**config.mk**
```make
export PLATFORM = sky130hd
export DESIGN_NAME = mult_div_unit
export DESIGN_NICKNAME = d
export VERILOG_FILES = /design/src/rtl/mult_div_unit_pkg.sv /design/src/rtl/div_radix2_core.sv /design/src/rtl/mult_div_unit.sv
export SDC_FILE = /design/constraint.sdc
export NUM_CORES = 2
export LEC_CHECK = 0
export CAP_MARGIN = 5
export CORE_ASPECT_RATIO = 0.8
export CORE_UTILIZATION = 35
export CTS_CLUSTER_DIAMETER = 80
export CTS_CLUSTER_SIZE = 28
export DETAILED_ROUTE_END_ITERATION = 7
export HOLD_SLACK_MARGIN = 0.12
export PLACE_DENSITY = 0.61
export SKIP_LAST_GASP = 1
export SYNTH_ARGS = -nofsm -noshare
export SYNTH_HDL_FRONTEND = slang
export SYNTH_SLANG_ARGS = --single-unit
```
**constraint.sdc**
```tcl
create_clock -name clk -period 10.45 [get_ports clk]
set_input_delay 2.09 -clock clk [delete_from_list [all_inputs] [get_ports clk]]
set_output_delay 2.09 -clock clk [all_outputs]
set_load 0.03 [all_outputs]
```
**src/rtl/mult_div_unit_pkg.sv**
```systemverilog
// Shared definitions for the multiply/divide unit: operation codes, FSM state
// encodings and the common data-bus width.
package mult_div_unit_pkg;

  localparam int DATA_W = 32;

  typedef enum logic [1:0] {
    MD_OP_MULT  = 2'b00,
    MD_OP_MULTU = 2'b01,
    MD_OP_DIV   = 2'b10,
    MD_OP_DIVU  = 2'b11
  } md_op_t;

  typedef enum logic [2:0] {
    MD_IDLE = 3'd0,
    MD_MUL  = 3'd1,
    MD_DIV  = 3'd2,
    MD_FIX  = 3'd3,
    MD_DONE = 3'd4
  } md_state_t;

  function automatic logic is_div_op(input md_op_t op);
    return (op == MD_OP_DIV) || (op == MD_OP_DIVU);
  endfunction

endpackage

```
**src/rtl/div_radix2_core.sv**
```systemverilog
// Radix-2 restoring divider datapath: one quotient bit per step on unsigned
// operands, with a step counter that saturates at the final step.
module div_radix2_core
  import mult_div_unit_pkg::*;
#(
  parameter int WIDTH = DATA_W
) (
  input  logic             clk,
  input  logic             rst,
  input  logic             load,
  input  logic             step,
  input  logic [WIDTH-1:0] dividend,
  input  logic [WIDTH-1:0] divisor,
  output logic [WIDTH-1:0] quotient,
  output logic [WIDTH-1:0] remainder,
  output logic             last
);

  localparam int CNT_W = $clog2(WIDTH);

  logic [CNT_W-1:0] cnt;
  logic [WIDTH-1:0] divr;
  logic [WIDTH:0]   rem_sh;
  logic [WIDTH:0]   diff;

  // NOTE: combinational logic uses blocking assignments so each line sees the
  // value computed just above it; registers below use non-blocking only.
  always_comb begin
    rem_sh = {remainder, quotient[WIDTH-1]};
    diff   = rem_sh - {1'b0, divr};
  end

  assign last = (cnt == CNT_W'(WIDTH - 1));

  always_ff @(posedge clk) begin
    if (rst) begin
      cnt       <= '0;
      divr      <= '0;
      quotient  <= '0;
      remainder <= '0;
    end else if (load) begin
      cnt       <= '0;
      divr      <= divisor;
      quotient  <= dividend;
      remainder <= '0;
    end else if (step) begin
      // A non-negative trial difference means the divisor fits: keep it, emit a 1.
      if (!diff[WIDTH]) begin
        remainder <= diff[WIDTH-1:0];
        quotient  <= {quotient[WIDTH-2:0], 1'b1};
      end else begin
        remainder <= rem_sh[WIDTH-1:0];
        quotient  <= {quotient[WIDTH-2:0], 1'b0};
      end
      if (!last) cnt <= cnt + CNT_W'(1);
    end
  end

endmodule

```
**src/rtl/mult_div_unit.sv**
```systemverilog
// Multi-cycle MULT/MULTU/DIV/DIVU unit feeding the HI/LO pair. Owns the FSM,
// the signed/unsigned operand handling and the pipelined multiply path.
module mult_div_unit
  import mult_div_unit_pkg::*;
#(
  parameter int MUL_LATENCY = 2,
  parameter int DATA_WIDTH  = DATA_W
) (
  input  logic                  clk,
  input  logic                  rst,
  input  logic                  start,
  input  logic [1:0]            op,
  input  logic [DATA_WIDTH-1:0] operand_a,
  input  logic [DATA_WIDTH-1:0] operand_b,
  input  logic                  flush,
  output logic                  busy,
  output logic                  done,
  output logic                  hilo_write_en,
  output logic [DATA_WIDTH-1:0] hi_out,
  output logic [DATA_WIDTH-1:0] lo_out
);

  localparam int PW = 2 * DATA_WIDTH;

  md_state_t             state;
  md_op_t                op_in;
  md_op_t                op_q;
  logic [DATA_WIDTH-1:0] a_raw;
  logic                  q_neg;
  logic                  r_neg;
  logic                  div_zero;
  logic [1:0]            mul_cnt;
  logic [PW-1:0]         mul_pipe [MUL_LATENCY];

  logic                  accept;
  logic                  signed_div;
  logic                  mul_sx;
  logic [PW-1:0]         ext_a;
  logic [PW-1:0]         ext_b;
  logic [PW-1:0]         product;
  logic [DATA_WIDTH-1:0] a_abs;
  logic [DATA_WIDTH-1:0] b_abs;
  logic [DATA_WIDTH-1:0] quotient;
  logic [DATA_WIDTH-1:0] remainder;
  logic                  div_last;
  logic [DATA_WIDTH-1:0] q_fix;
  logic [DATA_WIDTH-1:0] r_fix;

  assign op_in      = md_op_t'(op);
  assign accept     = (state == MD_IDLE) && start && !flush;
  assign signed_div = (op_in == MD_OP_DIV);
  assign mul_sx     = (op_in == MD_OP_MULT);

  // Sign- or zero-extend to 64 bits; the low 64 bits of the product are then
  // correct for both signed and unsigned operands.
  assign ext_a   = {{DATA_WIDTH{mul_sx & operand_a[DATA_WIDTH-1]}}, operand_a};
  assign ext_b   = {{DATA_WIDTH{mul_sx & operand_b[DATA_WIDTH-1]}}, operand_b};
  assign product = ext_a * ext_b;

  assign a_abs = (signed_div && operand_a[DATA_WIDTH-1]) ? ('0 - operand_a) : operand_a;
  assign b_abs = (signed_div && operand_b[DATA_WIDTH-1]) ? ('0 - operand_b) : operand_b;

  div_radix2_core #(.WIDTH(DATA_WIDTH)) u_div (
    .clk       (clk),
    .rst       (rst),
    .load      (accept && is_div_op(op_in)),
    .step      (state == MD_DIV),
    .dividend  (a_abs),
    .divisor   (b_abs),
    .quotient  (quotient),
    .remainder (remainder),
    .last      (div_last)
  );

  // Zero divisor bypasses the sign fix-up so hi returns the raw dividend.
  always_comb begin
    q_fix = quotient;
    r_fix = remainder;
    if (div_zero) begin
      q_fix = '1;
      r_fix = a_raw;
    end else if (op_q == MD_OP_DIV) begin
      if (q_neg) q_fix = '0 - quotient;
      if (r_neg) r_fix = '0 - remainder;
    end
  end

  assign hilo_write_en = done;

  always_ff @(posedge clk) begin
    if (rst) begin
      state    <= MD_IDLE;
      op_q     <= MD_OP_MULT;
      a_raw    <= '0;
      q_neg    <= 1'b0;
      r_neg    <= 1'b0;
      div_zero <= 1'b0;
      mul_cnt  <= '0;
      busy     <= 1'b0;
      done     <= 1'b0;
      hi_out   <= '0;
      lo_out   <= '0;
      // NOTE: the product delay chain is cleared on reset so no stale operand
      // data survives; it is small enough to be plain flops, not a RAM.
      for (int i = 0; i < MUL_LATENCY; i++) mul_pipe[i] <= '0;
    end else begin
      done <= 1'b0;
      if (state == MD_MUL) begin
        for (int i = 1; i < MUL_LATENCY; i++) mul_pipe[i] <= mul_pipe[i-1];
      end

      if (flush) begin
        state <= MD_IDLE;
        busy  <= 1'b0;
      end else begin
        case (state)
          MD_IDLE: begin
            if (start) begin
              op_q  <= op_in;
              a_raw <= operand_a;
              busy  <= 1'b1;
              if (is_div_op(op_in)) begin
                q_neg    <= operand_a[DATA_WIDTH-1] ^ operand_b[DATA_WIDTH-1];
                r_neg    <= operand_a[DATA_WIDTH-1];
                div_zero <= (operand_b == '0);
                state    <= MD_DIV;
              end else begin
                mul_pipe[0] <= product;
                mul_cnt     <= '0;
                state       <= MD_MUL;
              end
            end
          end
          MD_MUL: begin
            if (mul_cnt == 2'(MUL_LATENCY - 1)) begin
              hi_out <= mul_pipe[MUL_LATENCY-1][PW-1:DATA_WIDTH];
              lo_out <= mul_pipe[MUL_LATENCY-1][DATA_WIDTH-1:0];
              done   <= 1'b1;
              state  <= MD_DONE;
            end else begin
              mul_cnt <= mul_cnt + 2'd1;
            end
          end
          MD_DIV: begin
            if (div_last) state <= MD_FIX;
          end
          MD_FIX: begin
            hi_out <= r_fix;
            lo_out <= q_fix;
            done   <= 1'b1;
            state  <= MD_DONE;
          end
          MD_DONE: begin
            state <= MD_IDLE;
            busy  <= 1'b0;
          end
          default: begin
            state <= MD_IDLE;
            busy  <= 1'b0;
          end
        endcase
      end
    end
  end

endmodule

```
==> impl_metrics.env <==
export IMPL_run_status="finished, final reports clean"
export IMPL_crit_path_max_fanout=30
export IMPL_clock_insertion_delay_worst_skew_ps=550
export IMPL_crit_path_end_kind="flop"
export IMPL_htree_levels=1
export IMPL_timing_final_ws_setup_ps=318
export IMPL_synthCells=6317
export IMPL_avgSynthCellArea_um2=8.78
export IMPL_post_synth_main_area_contributors="fa_1, inv_1, nand2_1"
export IMPL_first_pass_grt_wire_length_um=269000
export IMPL_worstMarginPinSlew_ps=1080
export IMPL_synth_compound_area_frac=0.0813
export IMPL_fillerInstances=15800
export IMPL_drc_errors=0
export IMPL_yosys_most_used_dff="dfxtp_1"
export IMPL_initial_core_util=0.353
export IMPL_globalRouteOverflowTotal=0
export IMPL_setup_viol_count_final=0
export IMPL_ys_types=81
export IMPL_flow_area_growth_from_synthesis_pct=10.0
export IMPL_die_area_um2=160000
export IMPL_gpl_final_weighted_congestion=0.988
export IMPL_area_of_the_mapped_netlist_um2=55500
export IMPL_clock_sinks=337
export IMPL_fin_crit_share=0.970
export IMPL_detailedRoute_firstPassIterationCount=6
export IMPL_timing_max_cap_violations=0
export IMPL_drt_iter0_markers=3476
export IMPL_cts_hold_buf=0
export IMPL_critPathKind="primary input to flop"
export IMPL_post_route_min_period_ps=10130
export IMPL_postCtsSetupRepairBufs=0
export IMPL_hold_violations=0
export IMPL_synth_enable_flop_cells=128
export IMPL_fin_skew_ps=29.7
export IMPL_multiplexer_share_of_the_synthesized_area=0.000722
export IMPL_synth_seq_area_share=0.145
export IMPL_xor_xnor_share_of_the_synthesized_area=0.0333
export IMPL_synth_async_reset_ratio=0
export IMPL_fp_dieH_um=358
export IMPL_synth_largest_area_cell="fa_1"
export IMPL_cts_buffers_inserted=16
export IMPL_drt_vias_per_instance=5.06
export IMPL_maxSlewViolCount=0
export IMPL_clk_transition_reported_paths_ps=110
export IMPL_cp_data_arrival_time_ps=10410
export IMPL_initial_antenna_violation_count=15
export IMPL_yosys_area_share_adder=0.463
export IMPL_rsz0062_at_grt="false"
export IMPL_synthesized_net_count=7765
export IMPL_routedWlPerCell_um=20.2
export IMPL_cts_root_buffer_cell="clkbuf_16"
export IMPL_synth_seq_cells=337
export IMPL_clk_path_buf_depth=3
export IMPL_total_global_routing_track_utilization=0.219
export IMPL_hold_worst_slack_ps=458
export IMPL_cts_repair_resized=0
export IMPL_total_via_count_after_detailed_routing=43100
export IMPL_tritoncts="built"
export IMPL_drive_above_1_share=0.0680
export IMPL_core_rowCount=130
export IMPL_nets=7833
export IMPL_drt_wl_total_um=172000
export IMPL_place_hpwl_um=137000
export IMPL_grt_max_degree=113
export IMPL_worstSetupStartpointType="primary input"
export IMPL_die_width_um=447
export IMPL_hold_path_class="flop to flop"
export IMPL_crit_required_ps=10730
export IMPL_max_freq_mhz=98.7
export IMPL_yosysTopAreaCellShare=0.407
export IMPL_dominant_combinational_cell_family_by_area_after_synthesis="adder cells"
export IMPL_ant_nets=0
export IMPL_io_pin_count=137
export IMPL_design_core_area_um2=157000
export IMPL_synth_simple_gate_area_frac=0.164
export IMPL_slew_headroom=0.281
export IMPL_dp_worst_slack_ps=-105
export IMPL_port_buffers=136
export IMPL_synth_warning_count=0
export IMPL_grt_pass1_vias=45100
==> registers in the layout (all words and copies together), names as in the netlist, 2 cells and up <==
name / count
a_raw: 32
hi_out: 32
lo_out: 32
mul_cnt: 2
mul_pipe: 128
op_q: 2
state: 3
u_div.cnt: 5
u_div.divr: 32
u_div.quotient: 32
u_div.remainder: 32
==> routing by layer <==
layer	up-vias	track usage	wire length, um
met5	-	0.000882	46
met4	8	0.0665	5980
met1	22000	0.295	72400
met3	246	0.0347	12900
li1	19300	-	-
met2	1537	0.362	81000
==> through the flow <==
step                      instances  utilization  area, um2  TNS, ps
final                          8519        0.388      61000        0
after global routing           8512        0.388      61000        0
after CTS                      8506        0.388      61000        0
after detailed placement       8479        0.385      60500     -419
after global placement         8479        0.385      60500     -105
after floorplan                6317            -      55500        0
==> final cells by class <==
cell class | count | area, um2 | area share
multi-input cells | 4321 | 41200 | 0.676
diodes | 13 | 32.5 | 0.000533
clock inverters | 2 | 25.0 | 0.000410
clock buffers | 25 | 477 | 0.00781
inverters | 1249 | 4690 | 0.0768
repair buffers | 460 | 3890 | 0.0637
well taps | 2112 | 2640 | 0.0433
flip-flops and latches | 337 | 8030 | 0.132
==> cells in the final DEF, fill, tap and decap left out, types with 14 or more instances in the layout <==
cell type           n
inv_1            1249
nand2_1          1174
fa_1             1126
and2_1            339
buf_4             298
nor2_1            270
ha_1              252
a21oi_1           222
dfxtp_1           208
xnor2_1           134
o21ai_0           134
edfxtp_1          128
clkdlybuf4s50_1    89
xor2_1             77
a311oi_1           58
buf_2              46
a21o_1             45
nand3_1            44
nor3_1             39
a31oi_1            36
a211oi_1           33
o221ai_1           31
and3_1             29
nand4_1            26
buf_12             26
o31ai_1            24
clkbuf_16          18
nand2b_1           17
or3_1              17
o21a_1             17
o211ai_1           14
==> path summary, 6_finish.rpt <==
check / from / end / slack [ps] / depth (start not counted)
setup / recovery: operand_b[0] / mul_pipe[0][44] / 320 / 28
hold / removal: lo_out[4] / lo_out[4] / 460 / 2
setup reg to reg: u_div.quotient[31] / u_div.remainder[31] / 6170 / 14
hold reg to reg: lo_out[4] / lo_out[4] / 460 / 2
==> Yosys cell counts (all sizes together) (9+ instances only) <==
master	number
o221ai	32
a311oi	58
o41ai	11
a211oi	34
nand2b	18
o21a	18
o21ai	136
a21o	46
o31ai	25
or2	9
or4	14
nand4	26
o21bai	14
or3	18
nor4	15
inv	1249
nand3	44
and3	29
nor3	45
dfxtp	209
fa	1126
xor2	77
ha	252
a31oi	36
nand2	1175
buf	80
nor2b	12
a21oi	223
nor2	272
o211ai	14
xnor2	134
and2	341
clkbuf	330
edfxtp	128
==> kinds of logic (layout without fill, tap and decap cells) <==
kind of cell | after synthesis | after routing
flip-flops | 337 | 337
other | 0 | 13
multiplexers | 4 | 4
AND/OR/NAND/NOR | 2034 | 2034
adder cells (fa/ha/maj) | 1378 | 1378
buffers and inverters | 1659 | 1736
AO/OA/AOI/OAI | 694 | 694
XOR/XNOR | 211 | 211
==> critical path, stage by stage <==
cell             delay [ps]
clkdlybuf4s50_1         450
buf_12                  190
and2_1                  190
fa_1                    530
inv_1                    50
fa_1                    540
inv_1                    50
fa_1                    490
fa_1                    550
inv_1                    50
fa_1                    480
fa_1                    510
fa_1                    500
inv_1                    50
fa_1                    460
ha_1                    320
buf_4                   130
nand3_1                 110
a2111oi_2               840
buf_4                   240
o21bai_1                 90
buf_4                   160
a311oi_1                340
buf_4                   190
o21ai_0                 170
o21bai_1                310
a31oi_1                 150
mux2i_1                 130
Power is not shown: default switching activity piles up to over one toggle a cycle in this logic, so the estimate is an artifact.
